==> config.mk <==
export PLATFORM = sky130hd
export DESIGN_NAME = cache_lookup_ctrl
export DESIGN_NICKNAME = d
export VERILOG_FILES = /design/src/rtl/cache_pkg.sv /design/src/rtl/victim_select.sv /design/src/rtl/cache_lookup_ctrl.sv
export SDC_FILE = /design/constraint.sdc
export NUM_CORES = 1
export LEC_CHECK = 0
export BUFFER_PORTS_ARGS = -buffer_cell sky130_fd_sc_hd__buf_2
export CAP_MARGIN = 20
export CORE_AREA = 5 5 256 258
export CTS_CLUSTER_SIZE = 20
export DETAILED_ROUTE_END_ITERATION = 10
export DIE_AREA = 0 0 261 263
export PLACE_DENSITY = 0.76
export SYNTH_ARGS = -nofsm -noshare
export SYNTH_HDL_FRONTEND = slang
export SYNTH_HIERARCHICAL = 1
export SYNTH_SLANG_ARGS = --single-unit
==> constraint.sdc <==
create_clock -name clk -period 4.8 [get_ports clk]
set_input_delay 0.24 -clock clk [delete_from_list [all_inputs] [get_ports clk]]
set_output_delay 0.24 -clock clk [all_outputs]
set_load 0.05 [all_outputs]
==> src/rtl/cache_pkg.sv <==
// Shared types and address helpers for the cache lookup controller.
// Default geometry: 2-way, 16 sets, 256-byte lines, 32-bit addresses.
package cache_pkg;

  localparam int N_WAYS      = 2;
  localparam int N_POW       = 4;
  localparam int TAG_BITS    = 20;
  localparam int SET_BITS    = 4;
  localparam int OFFSET_BITS = 8;
  localparam int ADDR_BITS   = TAG_BITS + SET_BITS + OFFSET_BITS;
  localparam int N_SETS      = 2 ** SET_BITS;

  typedef enum logic [2:0] {
    IDLE,
    LOOKUP,
    MISS_REQ,
    MISS_WAIT,
    FILL,
    RESP,
    FLUSH
  } state_e;

  function automatic logic [TAG_BITS-1:0] addr_tag(input logic [ADDR_BITS-1:0] a);
    return a[ADDR_BITS-1 -: TAG_BITS];
  endfunction

  function automatic logic [SET_BITS-1:0] addr_set(input logic [ADDR_BITS-1:0] a);
    return a[OFFSET_BITS +: SET_BITS];
  endfunction

  function automatic logic [OFFSET_BITS-1:0] addr_offset(input logic [ADDR_BITS-1:0] a);
    return a[OFFSET_BITS-1:0];
  endfunction

  function automatic logic [ADDR_BITS-1:0] line_addr(input logic [ADDR_BITS-1:0] a);
    return {a[ADDR_BITS-1:OFFSET_BITS], {OFFSET_BITS{1'b0}}};
  endfunction

endpackage

==> src/rtl/victim_select.sv <==
// Combinational replacement choice: lowest-index invalid way, otherwise the
// set's round-robin pointer (used_ptr tells the caller to advance it).
module victim_select #(
  parameter int N_WAYS = 2,
  parameter int N_POW  = 4
) (
  input  logic [N_WAYS-1:0] valid,
  input  logic [N_POW-1:0]  rr_ptr,
  output logic [N_POW-1:0]  victim,
  output logic              used_ptr
);

  always_comb begin
    victim   = rr_ptr;
    used_ptr = 1'b1;
    // Scan downward so the lowest invalid way is the last one assigned.
    for (int w = N_WAYS - 1; w >= 0; w--) begin
      if (!valid[w]) begin
        victim   = N_POW'(w);
        used_ptr = 1'b0;
      end
    end
  end

endmodule

==> src/rtl/cache_lookup_ctrl.sv <==
// Single-requester set-associative lookup/refill sequencer owning tag+valid state.
// Optional hit/miss counters are built only when CACHE_STATS_EN is defined.
module cache_lookup_ctrl #(
  parameter int N_WAYS      = cache_pkg::N_WAYS,
  parameter int N_POW       = cache_pkg::N_POW,
  parameter int TAG_BITS    = cache_pkg::TAG_BITS,
  parameter int SET_BITS    = cache_pkg::SET_BITS,
  parameter int OFFSET_BITS = cache_pkg::OFFSET_BITS,
  localparam int ADDR_BITS  = TAG_BITS + SET_BITS + OFFSET_BITS
) (
  input  logic                 clk,
  input  logic                 rst,
  input  logic                 req_valid,
  output logic                 req_ready,
  input  logic [ADDR_BITS-1:0] req_addr,
  input  logic                 flush,
  output logic                 resp_valid,
  output logic                 resp_hit,
  output logic [N_POW-1:0]     resp_way,
  output logic [SET_BITS-1:0]  resp_set,
  output logic                 mem_req_valid,
  input  logic                 mem_req_ready,
  output logic [ADDR_BITS-1:0] mem_req_addr,
  input  logic                 mem_resp_valid,
  output logic                 fill_en,
  output logic [N_POW-1:0]     fill_way,
  output logic [SET_BITS-1:0]  fill_set,
  output logic [31:0]          hit_count,
  output logic [31:0]          miss_count
);
  import cache_pkg::*;

  localparam int N_SETS = 2 ** SET_BITS;
  localparam int WAY_IW = (N_WAYS > 1) ? $clog2(N_WAYS) : 1;

  state_e                                     state;
  logic [TAG_BITS-1:0]                        lat_tag;
  logic [SET_BITS-1:0]                        lat_set;
  logic [N_SETS-1:0][N_WAYS-1:0][TAG_BITS-1:0] tag_arr;
  logic [N_SETS-1:0][N_WAYS-1:0]              valid_arr;
  logic [N_SETS-1:0][N_POW-1:0]               rr_ptr;
  logic [N_POW-1:0]                           victim;
  logic                                       victim_rr;
  logic [WAY_IW-1:0]                          victim_idx;
  logic [SET_BITS-1:0]                        flush_idx;
  logic [N_WAYS-1:0]                          way_match;
  logic                                       hit;
  logic [N_POW-1:0]                           hit_way;
  logic [N_POW-1:0]                           vs_way;
  logic                                       vs_rr;
  logic                                       unused_offset;

  assign unused_offset = ^req_addr[OFFSET_BITS-1:0];
  assign victim_idx    = victim[WAY_IW-1:0];
  assign req_ready     = (state == IDLE) && !flush && !rst;

  for (genvar w = 0; w < N_WAYS; w++) begin : g_cmp
    assign way_match[w] = valid_arr[lat_set][w] && (tag_arr[lat_set][w] == lat_tag);
  end

  // Lowest matching way wins if duplicates ever appear.
  always_comb begin
    hit     = 1'b0;
    hit_way = '0;
    for (int w = N_WAYS - 1; w >= 0; w--) begin
      if (way_match[w]) begin
        hit     = 1'b1;
        hit_way = N_POW'(w);
      end
    end
  end

  victim_select #(
    .N_WAYS (N_WAYS),
    .N_POW  (N_POW)
  ) u_victim_select (
    .valid    (valid_arr[lat_set]),
    .rr_ptr   (rr_ptr[lat_set]),
    .victim   (vs_way),
    .used_ptr (vs_rr)
  );

  // Tag storage needs no reset: a tag is only trusted when its valid bit is set.
  always_ff @(posedge clk) begin
    if (state == FILL) tag_arr[lat_set][victim_idx] <= lat_tag;
  end

  always_ff @(posedge clk or posedge rst) begin
    if (rst) begin
      state         <= IDLE;
      lat_tag       <= '0;
      lat_set       <= '0;
      valid_arr     <= '0;
      rr_ptr        <= '0;
      victim        <= '0;
      victim_rr     <= 1'b0;
      flush_idx     <= '0;
      resp_valid    <= 1'b0;
      resp_hit      <= 1'b0;
      resp_way      <= '0;
      resp_set      <= '0;
      mem_req_valid <= 1'b0;
      mem_req_addr  <= '0;
      fill_en       <= 1'b0;
      fill_way      <= '0;
      fill_set      <= '0;
    end else begin
      resp_valid <= 1'b0;
      fill_en    <= 1'b0;
      case (state)
        IDLE: begin
          if (flush) begin
            flush_idx <= '0;
            state     <= FLUSH;
          end else if (req_valid) begin
            lat_tag <= req_addr[ADDR_BITS-1 -: TAG_BITS];
            lat_set <= req_addr[OFFSET_BITS +: SET_BITS];
            state   <= LOOKUP;
          end
        end
        LOOKUP: begin
          if (hit) begin
            resp_valid <= 1'b1;
            resp_hit   <= 1'b1;
            resp_way   <= hit_way;
            resp_set   <= lat_set;
            state      <= RESP;
          end else begin
            victim        <= vs_way;
            victim_rr     <= vs_rr;
            mem_req_valid <= 1'b1;
            mem_req_addr  <= {lat_tag, lat_set, {OFFSET_BITS{1'b0}}};
            state         <= MISS_REQ;
          end
        end
        MISS_REQ: begin
          if (mem_req_ready) begin
            mem_req_valid <= 1'b0;
            state         <= MISS_WAIT;
          end
        end
        MISS_WAIT: begin
          if (mem_resp_valid) begin
            fill_en  <= 1'b1;
            fill_way <= victim;
            fill_set <= lat_set;
            state    <= FILL;
          end
        end
        FILL: begin
          valid_arr[lat_set][victim_idx] <= 1'b1;
          if (victim_rr)
            rr_ptr[lat_set] <= (rr_ptr[lat_set] == N_POW'(N_WAYS - 1)) ? '0
                             : rr_ptr[lat_set] + N_POW'(1);
          resp_valid <= 1'b1;
          resp_hit   <= 1'b0;
          resp_way   <= victim;
          resp_set   <= lat_set;
          state      <= RESP;
        end
        RESP: state <= IDLE;
        FLUSH: begin
          valid_arr[flush_idx] <= '0;
          flush_idx            <= flush_idx + SET_BITS'(1);
          if (flush_idx == SET_BITS'(N_SETS - 1)) state <= IDLE;
        end
        default: state <= IDLE;
      endcase
    end
  end

`ifdef CACHE_STATS_EN
  // Saturating counters; flush leaves them alone.
  always_ff @(posedge clk or posedge rst) begin
    if (rst) begin
      hit_count  <= '0;
      miss_count <= '0;
    end else if (state == RESP) begin
      if (resp_hit) begin
        if (hit_count != 32'hFFFF_FFFF) hit_count <= hit_count + 32'd1;
      end else begin
        if (miss_count != 32'hFFFF_FFFF) miss_count <= miss_count + 32'd1;
      end
    end
  end
`else
  assign hit_count  = '0;
  assign miss_count = '0;
`endif

endmodule

== Yosys cells after proc, flatten, opt, wreduce, memory -nomap -nowiden ==
Index checks and enable logic that the tools add are counted.
W data, S select, Z words.

* Flip-flop bits (word level): 816
* Bits in latches: 0
* Memory bits (writable): 0
* Memory bits (read-only): 0
* Input bits: 38
* Output and inout port bits: 117
* Memories kept: 0

* Add/subtract/negate cells: 2
* $mul: 0
* Div/mod/pow operators: 0
* Magnitude comparators: 6
* Eq/ne operators: 16
* Shifts and indexed selects: 0
* Mux-type cells: 52
* Bitwise gates (word level): 5
* Reductions and logical operators: 22

{| class="wikitable"
|+ Operators with widths
! kind !! number
|-
| $bwmux W640 || 1
|-
| $bmux W40 S4 || 1
|-
| $demux W40 S4 || 1
|-
| $mux W40 || 2
|-
| $bwmux W64 || 1
|-
| $pmux W32 S2 || 1
|-
| $eq A20 B20 Y1 || 2
|-
| $mux W4 || 9
|-
| $and A32 B32 Y32 || 1
|-
| $not A32 Y32 || 1
|-
| $or A32 B32 Y32 || 1
|-
| $pmux W4 S2 || 3
|-
| $demux W20 S1 || 1
|-
| $mux W20 || 1
|-
| $mux W3 || 6
|-
| $pmux W3 S6 || 1
|-
| $bmux W4 S4 || 1
|-
| $demux W2 S4 || 2
|-
| $demux W4 S4 || 1
|-
| $mux W1 || 12
|-
| $ne A2 B2 Y1 const B || 6
|-
| $lt A4 B5 Y1 const B || 2
|-
| $reduce_and A2 Y1 || 5
|-
| $add A4 B1 Y4 const B || 2
|-
| 20 further kinds || 39
|}

== Logic depth before layout (Yosys ltp) ==
* Depth after elaboration: 8
* Depth in mapped cells: 16
* Mapped depth without buffers: 9

== Modules after synthesis ==
The synthesis kept the hierarchy.

{| class="wikitable"
|+ Modules (own cells, without submodules)
! module !! times used !! cells an instance !! area an instance (sq um) !! seq. area each (sq um)
|-
| cache_lookup_ctrl || 1 || 2,042 || 34,724.6 || 23,622.7
|-
| victim_select || 1 || 6 || 36.3 || 0.0
|}

== Worst setup path before layout ==
OpenSTA, ideal clock, no wires.

* Path kind: register to register
* Start: register lat_set[3] (netlist name)
* End: register tag_arr[500] in the netlist's numbering (enable)
* Setup time: 425 ps
* Arrival: 3,204 ps
* Data required time: 4,375 ps
* Setup slack: 1,171 ps
* Cell stages (with the launch flop): 10
* Period minus slack after synthesis: 3,629 ps
* Cell sequence: dfrtp_1 > buf_4 > buf_6 > buf_4 > buf_4 > buf_2 > buf_2 > nand2_1 > clkbuf_1 > nor3_1

{| class="wikitable"
|+ RTL lines
! what !! RTL line !! source
|-
| to (signal, indexed assignment) || cache_lookup_ctrl.sv:85 || <nowiki>if (state == FILL) tag_arr[lat_set][victim_idx] <= lat_tag;</nowiki>
|-
| to (decl) || cache_lookup_ctrl.sv:39 || <nowiki>logic [N_SETS-1:0][N_WAYS-1:0][TAG_BITS-1:0] tag_arr;</nowiki>
|}

== Worst setup path after layout ==
* Start: register lat_set[0]
* End: register mem_req_addr[9]

* Longest elaborated chain between the ends: 8

{| class="wikitable"
|+ RTL lines
! what !! RTL line !! source
|-
| from (decl) || cache_lookup_ctrl.sv:38 || <nowiki>logic [SET_BITS-1:0] lat_set;</nowiki>
|-
| from (signal assigned) || cache_lookup_ctrl.sv:117 || <nowiki>lat_set <= req_addr[OFFSET_BITS +: SET_BITS];</nowiki>
|-
| $bmux W40 S4 || cache_lookup_ctrl.sv:58 || <nowiki>assign way_match[w] = valid_arr[lat_set][w] && (tag_arr[lat_set][w] == lat_tag);</nowiki>
|-
| $mux W40 (not written as such) || cache_lookup_ctrl.sv:58 ||
|-
| $eq A20 B20 Y1 || cache_lookup_ctrl.sv:58 ||
|-
| $logic_and A1 B1 Y1 || cache_lookup_ctrl.sv:58 ||
|-
| $mux W1 || cache_lookup_ctrl.sv:66 || <nowiki>if (way_match[w]) begin</nowiki>
|-
| $mux W1 (*) || cache_lookup_ctrl.sv:66 ||
|-
| $not A1 Y1 (no line) (*) || n/a ||
|-
| $reduce_and A2 Y1 (no line) (*) || n/a ||
|-
| to (signal assigned) || cache_lookup_ctrl.sv:132 || <nowiki>mem_req_addr <= {lat_tag, lat_set, {OFFSET_BITS{1'b0}}};</nowiki>
|-
| to (decl) || cache_lookup_ctrl.sv:23 || <nowiki>output logic [ADDR_BITS-1:0] mem_req_addr,</nowiki>
|}

Every way passes the cells marked *; elsewhere a longest branch is shown, timed or not. The select of a mux whose other input is x is not followed.
A chain may end at the register's enable or synchronous reset.

==> results.md <==
* IO buf count at 74
* Synth top area share at 55.3%
* Hold/Removal Path Class: primary input to flip-flop
* Die area at 0.0686 mm2
* Setup_tns at 0 ns
* Hold path start: req_valid
* Vias in the first global route at 20000
* First-pass GRT wire length at 129000 um
* Fmax at 0.230 GHz
* Fin crit period at 4.35 ns
* Synth Area in XOR/XNOR at 1.13%
* Synth Area per Inst at 17.0 um2
* Vias at 19700
* Post-DP HPWL at 54100 um
* Final slew viol count at 0
* Drc violations at 0
* Num rows at 92
* RSZ-0062 raised after global routing: false
* Drt pass-1 iters at 6
* Number of synthesized register bits at 816
* Drt wl/cell at 27.6 um
* Initial antenna violation count at 2
* Max cap viols at 0
* Sequential fraction of the synthesis area at 68.0%
* Max VDD drop at 0.349 mV
* Synth Area in Compound Gates at 5.00%
* Worst endpoint data arrival time at 4.84 ns
* Mapped Area at 0.0348 mm2
* Crit path kind: flip-flop to flip-flop
* Final core utilization at 62.6%
* Overall die width at 261 um
* Synth area leaders: edfxtp_1 (55%), dfrtp_1 (13%), mux4_2 (8.6%), mux2i_1 (4.0%), mux2_2 (2.8%)
* Layout cells sized above 1 at 26.9%
* WHS at 0.141 ns
* Worst setup endpoint: mem_req_addr[9]$_DFFE_PP0P_
* Ant. Diodes at 0
* I/O pin total at 155
* Fillers at 4247
* Leakage at 14.5 nW
* Largest area contributor in the netlist: edfxtp_1
* Beginning of the critical path: lat_set[0]$_DFFE_PP0P_
* Final setup fails at 0
* Routed wire length at 86900 um
* Clock Pin Slew Worst Setup and Hold Paths at 0.06 ns
* Final nets at 2277
* Max FO, Critical Path at 28
* Main synth FF type: edfxtp_1
* Die Height at 263 um
* Initial DRC count at 2591
* Worst setup SP type: flip-flop
* Reg2Reg Launch Point: lat_set[0]$_DFFE_PP0P_
* Final std cell area, no fill at 0.0393 mm2
* Worst EP required at 5.30 ns
* Area Overhead vs Synth at 12.9%
* GPL Wtd Cong at 0.927
* Largest net degree at the start of global routing at 153
* CTS Root Cell: clkbuf_16
* Total CTS buffers at 81
* Post-synth EDFFs at 640
* Placement Cell Area at 0.0363 mm2
* Skew-Pair Late Insertion Delay at 0.63 ns
* Worst slew margin at 23.7%
* Async SR Flop Fraction at 21.6%
* Reg-to-reg critical path endpoint: mem_req_addr[9]$_DFFE_PP0P_
* Yosys warns at 6
* Max incr delay on CP at 0.73 ns
* Mux cell area share after synthesis at 16.7%
* DR vias/cell at 6.25
* Final Non-Filler Cells at 3143
* CTS tree: built
* Critical-path top delay cell: dfrtp_4
* Synth cell types at 93
* Period utilization at 90.5%
* Total grt overflow at 0
* Pwr dens at 630 mW/mm2
* Gr usage total at 25.1%
* R2r setup slk at 0.45 ns
* CTS Buffer Depth at 3
* Final number of hold-violating endpoints at 0
* Mapped Cells at 2048
* Tightest Pin Transition at 1.14 ns
* Status: completed
* Number of antenna-violating nets in the routed design at 0
* Setup crit end kind: flip-flop
* Initial Utilization at 55.4%
* Placed instance count at 2969
* Layout Skew at 0.0287 ns
* H-tree depth at 3
* Adder-cell share of the synthesized area at 0.144%
* Largest family of logic cells by synthesized area: multiplexers
* Core ar. at 0.0627 mm2
* Reg2reg path depth at 11
* CP cell instances: buf_12, nor2b_1, a22oi_1, nand2_1, xor2_1, nand4_1, a2111oi_4, nand4_1, nand3_4, buf_12, mux2_4
* Post-synthesis simple-gate area fraction at 4.77%
* CTS Sinks at 816
==> where the power goes <==
part           internal [W]  switching (W)
clock network       0.00376        0.00262
logic               0.00328        0.00543
registers           0.00884       0.000798
==> registers in the layout, summed over array words and instances, names as in the netlist, 3 cells and up <==
signal and cells:
tag_arr 640, rr_ptr 64, valid_arr 32, mem_req_addr 24, lat_tag 20, fill_set 4
fill_way 4, flush_idx 4, lat_set 4, resp_set 4, resp_way 4, victim 4
state 3
==> metrics by stage <==
step	worst slack, ns	power (W)
after floorplan	1.17	0.0155
after global routing	0.334	0.0255
after global placement	0.662	0.0180
final	0.454	0.0247
after detailed placement	0.577	0.0182
after CTS	0.573	0.0246
==> kinds of logic (layout without fill, tap and decap cells) <==
group / after synthesis / after routing
buffers and inverters: 216 / 394
flip-flops: 816 / 816
XOR/XNOR: 45 / 45
adder cells (fa/ha/maj): 4 / 4
AO/OA/AOI/OAI: 243 / 243
multiplexers: 389 / 389
other: 1 / 72
AND/OR/NAND/NOR: 334 / 334
==> layer usage <==
metal | global-route usage [%] | up-vias | share of wire (%)
met5 | 0 | - | 0
met2 | 39.9 | 1096 | 48
met3 | 4.95 | 217 | 9.4
li1 | - | 8206 | -
met4 | 8.05 | 0 | 3.4
met1 | 35.5 | 10100 | 39
==> repair_timing <==
item / CTS / global route
hold buffers: 28 / 0
setup buffers: 0 / 0
gates resized for setup: 0 / 0
endpoints found under the hold margin: 51 / 0
==> placed cells by master, fill, tap and decap left out, types with 29 or more instances in the layout <==
cell	instances
dfrtp_1	172
conb_1	72
clkbuf_16	82
mux2i_1	139
nor2_1	50
a21o_1	33
buf_4	106
a22oi_1	43
mux4_2	132
nand2_1	121
mux2_2	85
mux2_4	29
edfxtp_1	640
xnor2_1	38
buf_2	74
o21ai_0	46
==> final cells by class <==
class | instances | area, um2 | area share [%]
Sequential cell | 816 | 23600 | 60.2
Multi-Input combinational cell | 1087 | 10100 | 25.6
Clock buffer | 104 | 2180 | 5.57
Timing Repair Buffer | 222 | 1730 | 4.42
Tap cell | 846 | 1060 | 2.70
Clock inverter | 41 | 479 | 1.22
Inverter | 27 | 105 | 0.268
==> worst max-delay path: cells and delay by family (launching register included) <==
kind | cells | cell delay (ns)
buffers and inverters | 2 | 0.52
AOI/OAI and AO/OA | 2 | 0.74
and+or+nand+nor | 5 | 1.70
xor gates and xnor gates | 1 | 0.14
muxes | 1 | 0.32
DFF | 1 | 0.73
==> how the worst min path moves through the flow <==
stage                             endpoint  slack (ns)  cells past startpoint
detailed placement    resp_hit$_DFFE_PP0P_        0.41                      2
CTS                   state[0]$_DFFE_PP0P_        0.10                      3
global placement      resp_hit$_DFFE_PP0P_        0.39                      2
finish                state[0]$_DFFE_PP0P_        0.14                      3
floorplan           lat_set[0]$_DFFE_PP0P_        0.39                      1
global route          state[0]$_DFFE_PP0P_        0.13                      3
==> synthesized netlist by cell type, types with 5 or more instances <==
library cell / number
buf_2: 24
a21oi_1: 25
nor3_1: 43
mux2i_1: 139
o22ai_1: 13
mux2_4: 29
dfrtp_1: 176
xor2_1: 7
a221oi_1: 5
and3_1: 9
nor2b_1: 11
o21ai_1: 7
a211oi_1: 6
inv_1: 24
buf_4: 86
a21o_1: 33
buf_12: 6
edfxtp_1: 640
xnor2_1: 38
a22oi_1: 43
buf_6: 25
nand2b_1: 11
nand4_1: 11
and2_1: 8
nand2_1: 121
buf_1: 7
clkbuf_1: 37
nor2_1: 58
o221ai_1: 5
a31oi_1: 13
nand3_1: 24
o21ai_0: 46
mux4_2: 132
mux2_2: 85
Power figures use the tool's default switching activity.
